--- config.mk ---
export PLATFORM = sky130hd
export DESIGN_NAME = instr_prefetch
export DESIGN_NICKNAME = d
export VERILOG_FILES = /design/src/rtl/instr_prefetch_pkg.sv /design/src/rtl/instr_prefetch_fifo.sv /design/src/rtl/instr_prefetch.sv
export SDC_FILE = /design/constraint.sdc
export NUM_CORES = 1
export LEC_CHECK = 0
export CAP_MARGIN = 0
export CORE_MARGIN = 2
export CORE_UTILIZATION = 25
export DETAILED_ROUTE_END_ITERATION = 8
export MAX_ROUTING_LAYER = met4
export PLACE_DENSITY = 0.4
export SLEW_MARGIN = 40
export SYNTH_ARGS = -nofsm -noshare
export SYNTH_HDL_FRONTEND = slang
export SYNTH_SLANG_ARGS = --single-unit
--- constraint.sdc ---
create_clock -name clock -period 8.1 [get_ports clock]
set_input_delay 1.215 -clock clock [delete_from_list [all_inputs] [get_ports clock]]
set_output_delay 1.215 -clock clock [all_outputs]
set_load 0.05 [all_outputs]
--- src/rtl/instr_prefetch_pkg.sv ---
// Shared types and default widths for the instruction prefetch stage.
package instr_prefetch_pkg;

    localparam int unsigned PF_ADDR_W = 16;
    localparam int unsigned PF_DATA_W = 32;

    // Memory-side request tracker states.
    typedef enum logic [1:0] {
        IDLE = 2'd0,  // no request outstanding
        BUSY = 2'd1,  // request outstanding, data is wanted
        DROP = 2'd2   // request outstanding, data will be discarded
    } pf_state_e;

endpackage

--- src/rtl/instr_prefetch_fifo.sv ---
// Circular word store for the prefetch queue: push at tail, pop at head,
// combinational peek of the two oldest entries, and a one-cycle clear.
module prefetch_fifo
    import instr_prefetch_pkg::*;
#(
    parameter int unsigned DEPTH  = 4,
    parameter int unsigned DATA_W = PF_DATA_W,
    localparam int unsigned PTR_W = $clog2(DEPTH),
    localparam int unsigned CNT_W = $clog2(DEPTH + 1)
)(
    input  logic              clock,
    input  logic              reset,
    input  logic              push_i,
    input  logic [DATA_W-1:0] data_i,
    input  logic              pop_i,
    input  logic              clear_i,
    output logic [DATA_W-1:0] peek0_o,
    output logic [DATA_W-1:0] peek1_o,
    output logic [CNT_W-1:0]  count_o,
    output logic [CNT_W-1:0]  count_next_o
);

    logic [DATA_W-1:0] mem_q [DEPTH];
    logic [PTR_W-1:0]  rd_ptr_q, rd_ptr_d;
    logic [PTR_W-1:0]  wr_ptr_q, wr_ptr_d;
    logic [PTR_W-1:0]  rd_ptr_p1;
    logic [CNT_W-1:0]  count_q, count_d;
    logic              push_ok, pop_ok;

    // Pointer/occupancy update; a push is accepted when not full or when a pop frees a slot.
    always_comb begin
        pop_ok   = pop_i && (count_q != '0);
        push_ok  = push_i && ((count_q != CNT_W'(DEPTH)) || pop_ok);
        rd_ptr_d = rd_ptr_q;
        wr_ptr_d = wr_ptr_q;
        count_d  = count_q;
        if (clear_i) begin
            rd_ptr_d = '0;
            wr_ptr_d = '0;
            count_d  = '0;
        end else begin
            if (pop_ok) begin
                rd_ptr_d = rd_ptr_q + PTR_W'(1);
            end
            if (push_ok) begin
                wr_ptr_d = wr_ptr_q + PTR_W'(1);
            end
            case ({push_ok, pop_ok})
                2'b10:   count_d = count_q + CNT_W'(1);
                2'b01:   count_d = count_q - CNT_W'(1);
                default: count_d = count_q;
            endcase
        end
    end

    // Control registers: pointers and occupancy.
    always_ff @(posedge clock or posedge reset) begin
        if (reset) begin
            rd_ptr_q <= '0;
            wr_ptr_q <= '0;
            count_q  <= '0;
        end else begin
            rd_ptr_q <= rd_ptr_d;
            wr_ptr_q <= wr_ptr_d;
            count_q  <= count_d;
        end
    end

    // Word storage; never reset, validity is tracked by the occupancy count.
    always_ff @(posedge clock) begin
        if (push_ok && !clear_i) begin
            mem_q[wr_ptr_q] <= data_i;
        end
    end

    assign rd_ptr_p1    = rd_ptr_q + PTR_W'(1);
    assign peek0_o      = mem_q[rd_ptr_q];
    assign peek1_o      = mem_q[rd_ptr_p1];
    assign count_o      = count_q;
    assign count_next_o = count_d;

endmodule

--- src/rtl/instr_prefetch.sv ---
// Instruction prefetch stage in front of the core. Fetches sequential words
// from a variable-latency memory (req/ack, one outstanding request) into a
// small queue and serves the core's instrAddr with a zero-latency hit path.
// Any non-sequential instrAddr flushes the queue and refetches.
// Optional: define INSTR_PREFETCH_PERF_EN to add redirectCount/stallCount.
module instr_prefetch
    import instr_prefetch_pkg::*;
#(
    parameter int unsigned       DEPTH      = 4,
    parameter int unsigned       ADDR_W     = PF_ADDR_W,
    parameter int unsigned       DATA_W     = PF_DATA_W,
    parameter logic [ADDR_W-1:0] RESET_ADDR = '0
)(
    input  logic              clock,
    input  logic              reset,
    input  logic [ADDR_W-1:0] instrAddr,
    output logic [DATA_W-1:0] instruction,
    output logic              instrValid,
    output logic              memReq,
    output logic [ADDR_W-1:0] memAddr,
    input  logic              memAck,
    input  logic [DATA_W-1:0] memData
`ifdef INSTR_PREFETCH_PERF_EN
    ,
    output logic [15:0]       redirectCount,
    output logic [15:0]       stallCount
`endif
);

    localparam int unsigned CNT_W = $clog2(DEPTH + 1);

    pf_state_e         fsm_q, fsm_d;
    logic [ADDR_W-1:0] headAddr_q, headAddr_d;
    logic [ADDR_W-1:0] memAddr_q, memAddr_d;
    logic              memReq_q, memReq_d;

    logic [CNT_W-1:0]  count, count_next;
    logic [DATA_W-1:0] peek0, peek1;
    logic [ADDR_W-1:0] head_plus1;
    logic [ADDR_W-1:0] fetch_next;
    logic              hit0, hit1;
    logic              is_seq, is_wait, redirect;
    logic              push, pop;
    logic              room_next;

    prefetch_fifo #(
        .DEPTH  (DEPTH),
        .DATA_W (DATA_W)
    ) u_fifo (
        .clock        (clock),
        .reset        (reset),
        .push_i       (push),
        .data_i       (memData),
        .pop_i        (pop),
        .clear_i      (redirect),
        .peek0_o      (peek0),
        .peek1_o      (peek1),
        .count_o      (count),
        .count_next_o (count_next)
    );

    // Lookup and per-cycle classification of the core's address against the queue head.
    always_comb begin
        head_plus1  = headAddr_q + ADDR_W'(1);
        hit0        = (count != '0) && (instrAddr == headAddr_q);
        hit1        = (count >= CNT_W'(2)) && (instrAddr == head_plus1);
        instrValid  = hit0 || hit1;
        instruction = hit0 ? peek0 : peek1;
        is_seq      = (count != '0) && (instrAddr == head_plus1);
        is_wait     = (instrAddr == headAddr_q);
        redirect    = !is_seq && !is_wait;
        pop         = is_seq;
        push        = (fsm_q == BUSY) && memAck && !redirect;
        headAddr_d  = redirect ? instrAddr : (pop ? head_plus1 : headAddr_q);
        // headAddr+count is the next word not yet fetched, after this edge's push/pop/flush.
        fetch_next  = headAddr_d + ADDR_W'(count_next);
        room_next   = count_next < CNT_W'(DEPTH);
    end

    // Request tracker: issue while there is room, keep one request outstanding,
    // and discard data of a request that a redirect has made stale.
    always_comb begin
        fsm_d     = fsm_q;
        memReq_d  = memReq_q;
        memAddr_d = memAddr_q;
        case (fsm_q)
            IDLE: begin
                // Late acks from an abandoned request land here and are ignored.
                if (room_next) begin
                    fsm_d     = BUSY;
                    memReq_d  = 1'b1;
                    memAddr_d = fetch_next;
                end
            end
            BUSY: begin
                if (redirect) begin
                    if (memAck) begin
                        // Stale word dropped; restart at the new target immediately.
                        memAddr_d = fetch_next;
                    end else begin
                        // Address must stay stable until the memory answers.
                        fsm_d = DROP;
                    end
                end else if (memAck) begin
                    if (room_next) begin
                        memAddr_d = fetch_next;
                    end else begin
                        fsm_d    = IDLE;
                        memReq_d = 1'b0;
                    end
                end
            end
            DROP: begin
                // Queue is empty here, so fetch_next is the latest redirect target.
                if (memAck) begin
                    fsm_d     = BUSY;
                    memAddr_d = fetch_next;
                end
            end
            default: begin
                fsm_d    = IDLE;
                memReq_d = 1'b0;
            end
        endcase
    end

    // State, head address and registered memory request.
    always_ff @(posedge clock or posedge reset) begin
        if (reset) begin
            fsm_q      <= IDLE;
            headAddr_q <= RESET_ADDR;
            memReq_q   <= 1'b0;
            memAddr_q  <= '0;
        end else begin
            fsm_q      <= fsm_d;
            headAddr_q <= headAddr_d;
            memReq_q   <= memReq_d;
            memAddr_q  <= memAddr_d;
        end
    end

    assign memReq  = memReq_q;
    assign memAddr = memAddr_q;

`ifdef INSTR_PREFETCH_PERF_EN
    logic [15:0] redirectCount_q, redirectCount_d;
    logic [15:0] stallCount_q, stallCount_d;

    function automatic logic [15:0] sat_inc16(input logic [15:0] v);
        return (v == 16'hFFFF) ? v : v + 16'd1;
    endfunction

    // Saturating event counters.
    always_comb begin
        redirectCount_d = redirect ? sat_inc16(redirectCount_q) : redirectCount_q;
        stallCount_d    = instrValid ? stallCount_q : sat_inc16(stallCount_q);
    end

    // Counter registers.
    always_ff @(posedge clock or posedge reset) begin
        if (reset) begin
            redirectCount_q <= '0;
            stallCount_q    <= '0;
        end else begin
            redirectCount_q <= redirectCount_d;
            stallCount_q    <= stallCount_d;
        end
    end

    assign redirectCount = redirectCount_q;
    assign stallCount    = stallCount_q;
`endif

endmodule

# Yosys cells after proc, flatten, opt, wreduce, memory -nomap -nowiden
# Memories as Yosys holds them, arrays and structs flattened.
# Cells that the tools add are included.
[totals] output_inout_bits=50 n_memories=1 reg_bits=42 word_cells=82 ram_bits=128 in_bits=51
[mem_list] name="u_fifo.mem_q" words=4 word_bits=32 read_ports=2 rd_clocked_by_memory_dff=0 wr=1 line="instr_prefetch_fifo.sv:23" rtl="logic [DATA_W-1:0] mem_q [DEPTH];"
[op_classes] n_lt_le_gt_ge=2 n_addsub=6 muxes=28 eq_ne=15 bitwise_logic=1 reduce_logical=22
[ops] operator="16-bit two-way mux" n=6
[ops] operator="16-bit one-hot mux with 3 select lines" n=1
[ops] operator="16-bit equality test" n=2
[ops] operator="32-bit two-way mux" n=1
[ops] operator="2-bit two-way mux" n=10
[ops] operator="16-bit by 1-bit adder with 16-bit output, second input constant" n=1
[ops] operator="16-bit by 3-bit adder with 16-bit output" n=1
[ops] operator="2-bit inequality test, second input constant" n=5
[ops] operator="5-bit AND reduction" n=2
[ops] operator="1-bit logical AND" n=9
[ops] operator="1-bit two-way mux" n=6
[ops] operator="3-bit by 2-bit inequality test with 1-bit output, second input constant" n=2
[ops] operator="3-bit inequality test, second input constant" n=2
[ops] operator="2-bit one-hot mux with 3 select lines" n=1
[ops] operator="3-bit one-hot mux with 2 select lines" n=1
[ops] operator="3-bit nonzero test" n=2
[ops] operator="2-bit by 1-bit adder with 2-bit output, second input constant" n=2
[ops] operator="2-bit by 1-bit equality test with 1-bit output, second input constant" n=2
[ops] operator="2-bit equality test, second input constant" n=2
[ops] operator="2-bit nonzero test" n=2
[ops] operator="3-bit by 1-bit adder with 3-bit output, second input constant" n=1
[ops] operator="3-bit by 2-bit >= comparator with 1-bit output, second input constant" n=1
[ops] operator="1-bit zero test" n=3
[ops] operator="3-bit < comparator, second input constant" n=1
[ops] operator="other kinds (7)" n=8

# Longest topological paths before layout
[logic_depth] word_depth=16 mapped_depth=26 depth_no_buf=23

# By module
# A second synthesis with hierarchy kept.
[unflattened] cells_unflattened=559 hier_area_um2=8680.8
[modules_own_cells] mod="prefetch_fifo" instances=1 area_each_um2=5880.6 cells_per_inst=260 seq_area_each_um2=4018.9
[modules_own_cells] mod="instr_prefetch" instances=1 area_each_um2=2800.2 cells_per_inst=299 seq_area_each_um2=875.8

# Least setup slack after synthesis
# Ideal clock, no wire load.
[synth_path] path_type="input to register" from="input instrAddr[8]" to="register memAddr_q[13], in the netlist memAddr[13]" required_ps=8013 n_path_buf=3 path_slack_ps=1657 arrival_ps=6356 setup_time_ps=87 stages=23 path_cell_list="buf_2 -> mux2i_1 -> o311a_2 -> or2_2 -> o2111a_1 -> o21ai_0 -> a41o_1 -> buf_2 -> nand2_1 -> fa_1 -> nor4_1 -> mux2i_1 -> o21ai_1 -> and3_1 -> buf_6 -> ha_1 -> a21oi_1 -> nor4bb_1 -> nand3_1 -> xor2_1 -> and3_1 -> mux2_2 -> a211oi_2"
[synth_via] elab_chain_len=15 word_cells_on_any_way=26 classes_between="add/sub: 1; order compare: 1; eq/ne: 5; mux: 9; reduce/logical: 10"
[synth_lines] element="start, declared" line="instr_prefetch.sv:16" rtl="input logic [ADDR_W-1:0] instrAddr,"
[synth_lines] element="16-bit equality test" line="instr_prefetch.sv:69" rtl="is_seq = (count != '0) && (instrAddr == head_plus1);"
[synth_lines] element="1-bit logical AND" line="instr_prefetch.sv:69"
[synth_lines] element="1-bit zero test" line="instr_prefetch.sv:71" rtl="redirect = !is_seq && !is_wait;"
[synth_lines] element="1-bit logical AND" line="instr_prefetch.sv:71"
[synth_lines] element="1-bit zero test" line="instr_prefetch.sv:73" rtl="push = (fsm_q == BUSY) && memAck && !redirect;"
[synth_lines] element="1-bit logical AND" line="instr_prefetch.sv:73"
[synth_lines] element="1-bit logical AND" line="instr_prefetch_fifo.sv:33" rtl="push_ok = push_i && ((count_q != CNT_W'(DEPTH)) || pop_ok);"
[synth_lines] element="2-bit by 1-bit equality test with 1-bit output / 2-bit equality test (equally long branches)" line="instr_prefetch_fifo.sv:48" rtl="case ({push_ok, pop_ok})"
[synth_lines] element="3-bit one-hot mux with 2 select lines" line="instr_prefetch_fifo.sv:48"
[synth_lines] element="3-bit two-way mux (*)" line="instr_prefetch_fifo.sv:37" rtl="if (clear_i) begin"
[synth_lines] element="net count_next[2]" line="instr_prefetch.sv:37" rtl="logic [CNT_W-1:0] count, count_next;"
[synth_lines] element="16-bit by 3-bit adder with 16-bit output / 3-bit < comparator (equally long branches)" line="instr_prefetch.sv:76, instr_prefetch.sv:77"
[synth_lines] element="16-bit two-way mux" line="instr_prefetch.sv:89, instr_prefetch.sv:105"
[synth_lines] element="16-bit two-way mux" line="instr_prefetch.sv:104" rtl="end else if (memAck) begin"
[synth_lines] element="16-bit two-way mux" line="instr_prefetch.sv:96" rtl="if (redirect) begin"
[synth_lines] element="16-bit one-hot mux with 3 select lines (*)" line="instr_prefetch.sv:86" rtl="case (fsm_q)"
[synth_lines] element="end signal, assigned" line="instr_prefetch.sv:138" rtl="memAddr_q <= memAddr_d;"
[synth_lines] element="end, declared" line="instr_prefetch.sv:34" rtl="logic [ADDR_W-1:0] memAddr_q, memAddr_d;"
# The timed path passes the listed nets; every way through them passes the cells marked *. The select of a mux whose other input is x is not followed.
# A chain may end at the register's enable or synchronous reset.

# Worst setup path in the final report
[layout_path] from="input instrAddr[11]" to="register memAddr_q[13], in the netlist memAddr[13]"
[layout_via] elab_chain_len=15 word_cells_on_any_way=26 classes_between="add/sub: 1; order compare: 1; eq/ne: 5; mux: 9; reduce/logical: 10"
[layout_lines] element="16-bit equality test" line="instr_prefetch.sv:69"
[layout_lines] element="1-bit logical AND" line="instr_prefetch.sv:69"
[layout_lines] element="1-bit zero test" line="instr_prefetch.sv:71"
[layout_lines] element="1-bit logical AND" line="instr_prefetch.sv:71"
[layout_lines] element="1-bit zero test" line="instr_prefetch.sv:73"
[layout_lines] element="1-bit logical AND" line="instr_prefetch.sv:73"
[layout_lines] element="1-bit logical AND" line="instr_prefetch_fifo.sv:33"
[layout_lines] element="2-bit by 1-bit equality test with 1-bit output / 2-bit equality test (equally long branches)" line="instr_prefetch_fifo.sv:48"
[layout_lines] element="3-bit one-hot mux with 2 select lines" line="instr_prefetch_fifo.sv:48"
[layout_lines] element="3-bit two-way mux" line="instr_prefetch_fifo.sv:37"
[layout_lines] element="16-bit by 3-bit adder with 16-bit output / 3-bit < comparator (equally long branches)" line="instr_prefetch.sv:76, instr_prefetch.sv:77"
[layout_lines] element="16-bit two-way mux" line="instr_prefetch.sv:89, instr_prefetch.sv:105"
[layout_lines] element="16-bit two-way mux" line="instr_prefetch.sv:104"
[layout_lines] element="16-bit two-way mux" line="instr_prefetch.sv:96"
[layout_lines] element="16-bit one-hot mux with 3 select lines" line="instr_prefetch.sv:86"
# Several ways; a longest one is shown, not always the timed one. The select of a mux whose other input is x is not followed.

==> run_results.csv <==
group,metric,value,unit
place,gp_congestion,0.7735,
hold_path,min_path_type,"flip-flop to flip-flop",
power_and_ir_drop,sequentialPowerShare,41.7,%
die,num_rows,70,
sta,hold_viol,0,
cells_and_area,drive_above_1_share,13.27,%
sta,relSlewSlack,44.08,%
worst_setup_path,cp_slowest_stage_delay,0.62,ns
synthesis,ys_warn_count,0,
synthesis,postSynthAreaPerCell,11.38,um2
sta,clock_skew,0.01626,ns
power_and_ir_drop,p_per_area,221.3,nW/um2
power_and_ir_drop,netSwitchingFraction,34.08,%
place,dp.cells,1319,
cts,clkTransAtPathRegs,0.08,ns
worst_setup_path,crit_cells,22,
synthesis,ys.flop_type,"edfxtp_1",
synthesis,synth_area_leader_cell,"edfxtp_1",
routing,drt_iter0_drc,430,
grt,antenna_found_initial,2,
grt,use_met1,17.72,%
power_and_ir_drop,power,2.472,mW
synthesis,synth_edf_count,128,
sta,rsz0062_at_grt,"no",
grt,overflow,0,
synthesis,syn_nets,873,
routing,drt-total-wl,25.54,mm
sta,drv_slew,0,
grt,grt_max_degree,101,
worst_setup_path,crit_slowest_cell,"clkdlybuf4s50_1",
worst_setup_path,reg2reg_to,"memAddr[13]",
worst_setup_path,regToRegStartpoint,"headAddr_q[1]",
cts,insertion_delay,0.44,ns
die,core,36350,um2
die,dieArea,38280,um2
sta,worst_pin_slew,0.8317,ns
sta,hold_slack,0.4970,ns
synthesis,ys_top_cells_by_area,"edfxtp_1 (42%), dfrtp_1 (11%), mux2_2 (4.3%), o221ai_1 (3.0%), o31ai_1 (2.7%)",
flow_run,cap_viol_max_count,0,
routing,first_pass_iters,4,
power_and_ir_drop,p_leak,3.640,nW
worst_setup_path,cp_num_buf_inv,2,
die,ioPinCount,101,
worst_setup_path,worstSetupEndpoint,"memAddr[13]",
die,start_util,25.26,%
place,dp_hpwl,16.04,mm
worst_setup_path,endpoint_kind,"flip-flop",
routing,via_per_inst,4.932,
routing,vias,6668,
worst_setup_path,start_kind,"primary input",
routing,wl_per_cell,18.89,um
routing,drc,0,
grt,grt_pass1_wl,39.72,mm
sta,period_needed,6.999,ns
worst_setup_path,required,8.46,ns
sta,setup-violations-final,0,
worst_setup_path,cp_top_family,"simple AND/OR/NAND/NOR gates",
cts,cts_made_buffers,17,
synthesis,synth_seq_cells,170,
synthesis,seq_area_frac_synth,53.31,%
grt,grtUsageMet2,23.15,%
power_and_ir_drop,ir_worst_vdd,135.3,uV
worst_setup_path,cp-startpoint,"instrAddr[11]",
synthesis,async_flop_share,24.71,%
grt,met3_usage,2.539,%
worst_setup_path,crit_type,"primary input to flip-flop",
synthesis,netlist_area,9181,um2
power_and_ir_drop,combinationalPowerShare,26.0,%
cells_and_area,mostFrequentLayoutCells,"edfxtp_1 (128), clkdlybuf4s50_1 (100), nor2_1 (60), nand2_1 (54), dfrtp_1 (40)",
place,placed_cell_area,10600,um2
place,port-buffer-count,100,
power_and_ir_drop,clkPwrFrac,32.3,%
cts,clock_path_buffers,2,
synthesis,ys_types,83,
routing,antenna_left,0,
cts,hold_buffers,0,
die,die_h,195.6,um
sta,fmax,0.1429,GHz
cells_and_area,final_nets,936,
sta,period_share,86.40,%
power_and_ir_drop,power.switching,0.8426,mW
cells_and_area,final_cells,1352,
worst_setup_path,r2r_slack,1.56,ns
cells_and_area,fin_area,11170,um2
worst_setup_path,path_max_fanout,9,
cells_and_area,final_common_cell,"edfxtp_1",
cts,h-tree-depth,4,
synthesis,syn_inst,807,
grt,grt_pass1_vias,6763,
die,dieWidth,195.6,um
cts,cts-root-buf,"clkbuf_16",
cts,cts_sinks,170,
synthesis,yosys.area.top_type_share,41.86,%
cells_and_area,synthToLayoutAreaGrowth,21.65,%
status,status,"complete, no violations",
grt,top_usage_layer,"met2",
cts,tritoncts,"done",
worst_setup_path,cp.arrival,7.36,ns
grt,track_usage,13.99,%
worst_setup_path,reg2reg_depth,23,
power_and_ir_drop,intPower,1.630,mW
cells_and_area,fillers,3661,
worst_setup_path,crit_chain,"clkdlybuf4s50_1 > xor3_1 > o22ai_1 > mux2i_1 > nor4b_2 > o2111ai_4 > nor2_1 > nand2_1 > fa_1 > nor4_1 > mux2i_1 > o21ai_1 > and3_1 > ha_1 > a21oi_1 > nor4bb_1 > buf_4 > nand3_1 > xor2_1 > and3_1 > mux2_2 > a211oi_2",
cts,cts_post_setup_buffers_inserted,0,
sta,tns,0,ns
cts,ctsResizeCount,0,
==> cell families after synthesis <==
logic type | share of synthesized area, %
AO/OA/AOI/OAI | 20.06
XOR/XNOR | 3.693
adder cells (fa/ha/maj) | 2.208
buffers and inverters | 4.184
flip-flops | 53.31
multiplexers | 5.219
AND/OR/NAND/NOR | 11.32
==> metrics by stage <==
| stage | util, % | setup WS (ns) |
|---|---|---|
| global placement | 29.12 | 0.8182 |
| CTS | 30.72 | 1.119 |
| floorplan | - | 1.657 |
| detailed placement | 29.17 | 0.6566 |
| finish | 30.73 | 1.101 |
| global route | 30.73 | 0.5300 |
==> synthesized netlist by cell type, drive strengths merged, types with 20 or more instances <==
| master | number |
|---|---|
| edfxtp | 128 |
| nor2 | 60 |
| nand2 | 55 |
| clkbuf | 52 |
| dfrtp | 42 |
| a21oi | 39 |
| o22ai | 37 |
| mux2 | 36 |
| o31ai | 35 |
| o21a | 32 |
| o221ai | 31 |
| inv | 23 |
| nand3 | 20 |
==> metal layers <==
layer / vias to the layer above / share of wire, %
met4: 0 / 0.80
met2: 121 / 49
met1: 3323 / 47
met3: 11 / 3.4
li1: 3213 / -
met5: - / 0
==> sequential cells by signal (all words and copies together) (netlist names) <==
name	cells
u_fifo.wr_ptr_q	2
memAddr	16
fsm_q	2
u_fifo.mem_q	128
u_fifo.rd_ptr_q	2
memReq	1
u_fifo.count_o	3
headAddr_q	16
==> how the worst min path moves through the flow <==
stage / start / end / slack, ns / cells past startpoint
after CTS: memAddr[5] / memAddr[5] / 0.50 / 1
after detailed placement: memAddr[12] / memAddr[12] / 0.48 / 1
final: memAddr[5] / memAddr[5] / 0.50 / 1
after global routing: memAddr[12] / memAddr[12] / 0.53 / 1
after global placement: memAddr[5] / memAddr[5] / 0.48 / 1
after floorplan: u_fifo.wr_ptr_q[1] / u_fifo.wr_ptr_q[1] / 0.54 / 2
==> power groups by stage <==
stage	registers, mW	logic, mW	clock network, mW
CTS	1.03	0.648	0.822
floorplan	1.18	0.301	0
global placement	1.05	0.648	0
finish	1.03	0.643	0.798
global route	1.04	0.695	0.859
detailed placement	1.05	0.642	0
==> final cells by class <==
type | instances | area (um2) | share of cell area [%]
repair buffers | 113 | 1106 | 9.903
well taps | 468 | 585.6 | 5.243
diodes | 2 | 5.005 | 0.04481
multi-input cells | 544 | 3919 | 35.08
clock inverters | 13 | 132.6 | 1.187
inverters | 24 | 92.59 | 0.8289
clock buffers | 18 | 429.2 | 3.842
flip-flops and latches | 170 | 4900 | 43.87
==> worst register-to-register path: cells and delay by family (launching register included) <==
family,cells,cell delay (ns)
xor+xnor,1,0.19
flops,1,0.48
simple gates,8,2.10
buf+inv,1,0.18
fa+ha+maj,3,1.16
compound gates,7,1.44
mux,3,0.93
(Power assumes the default switching activity.)
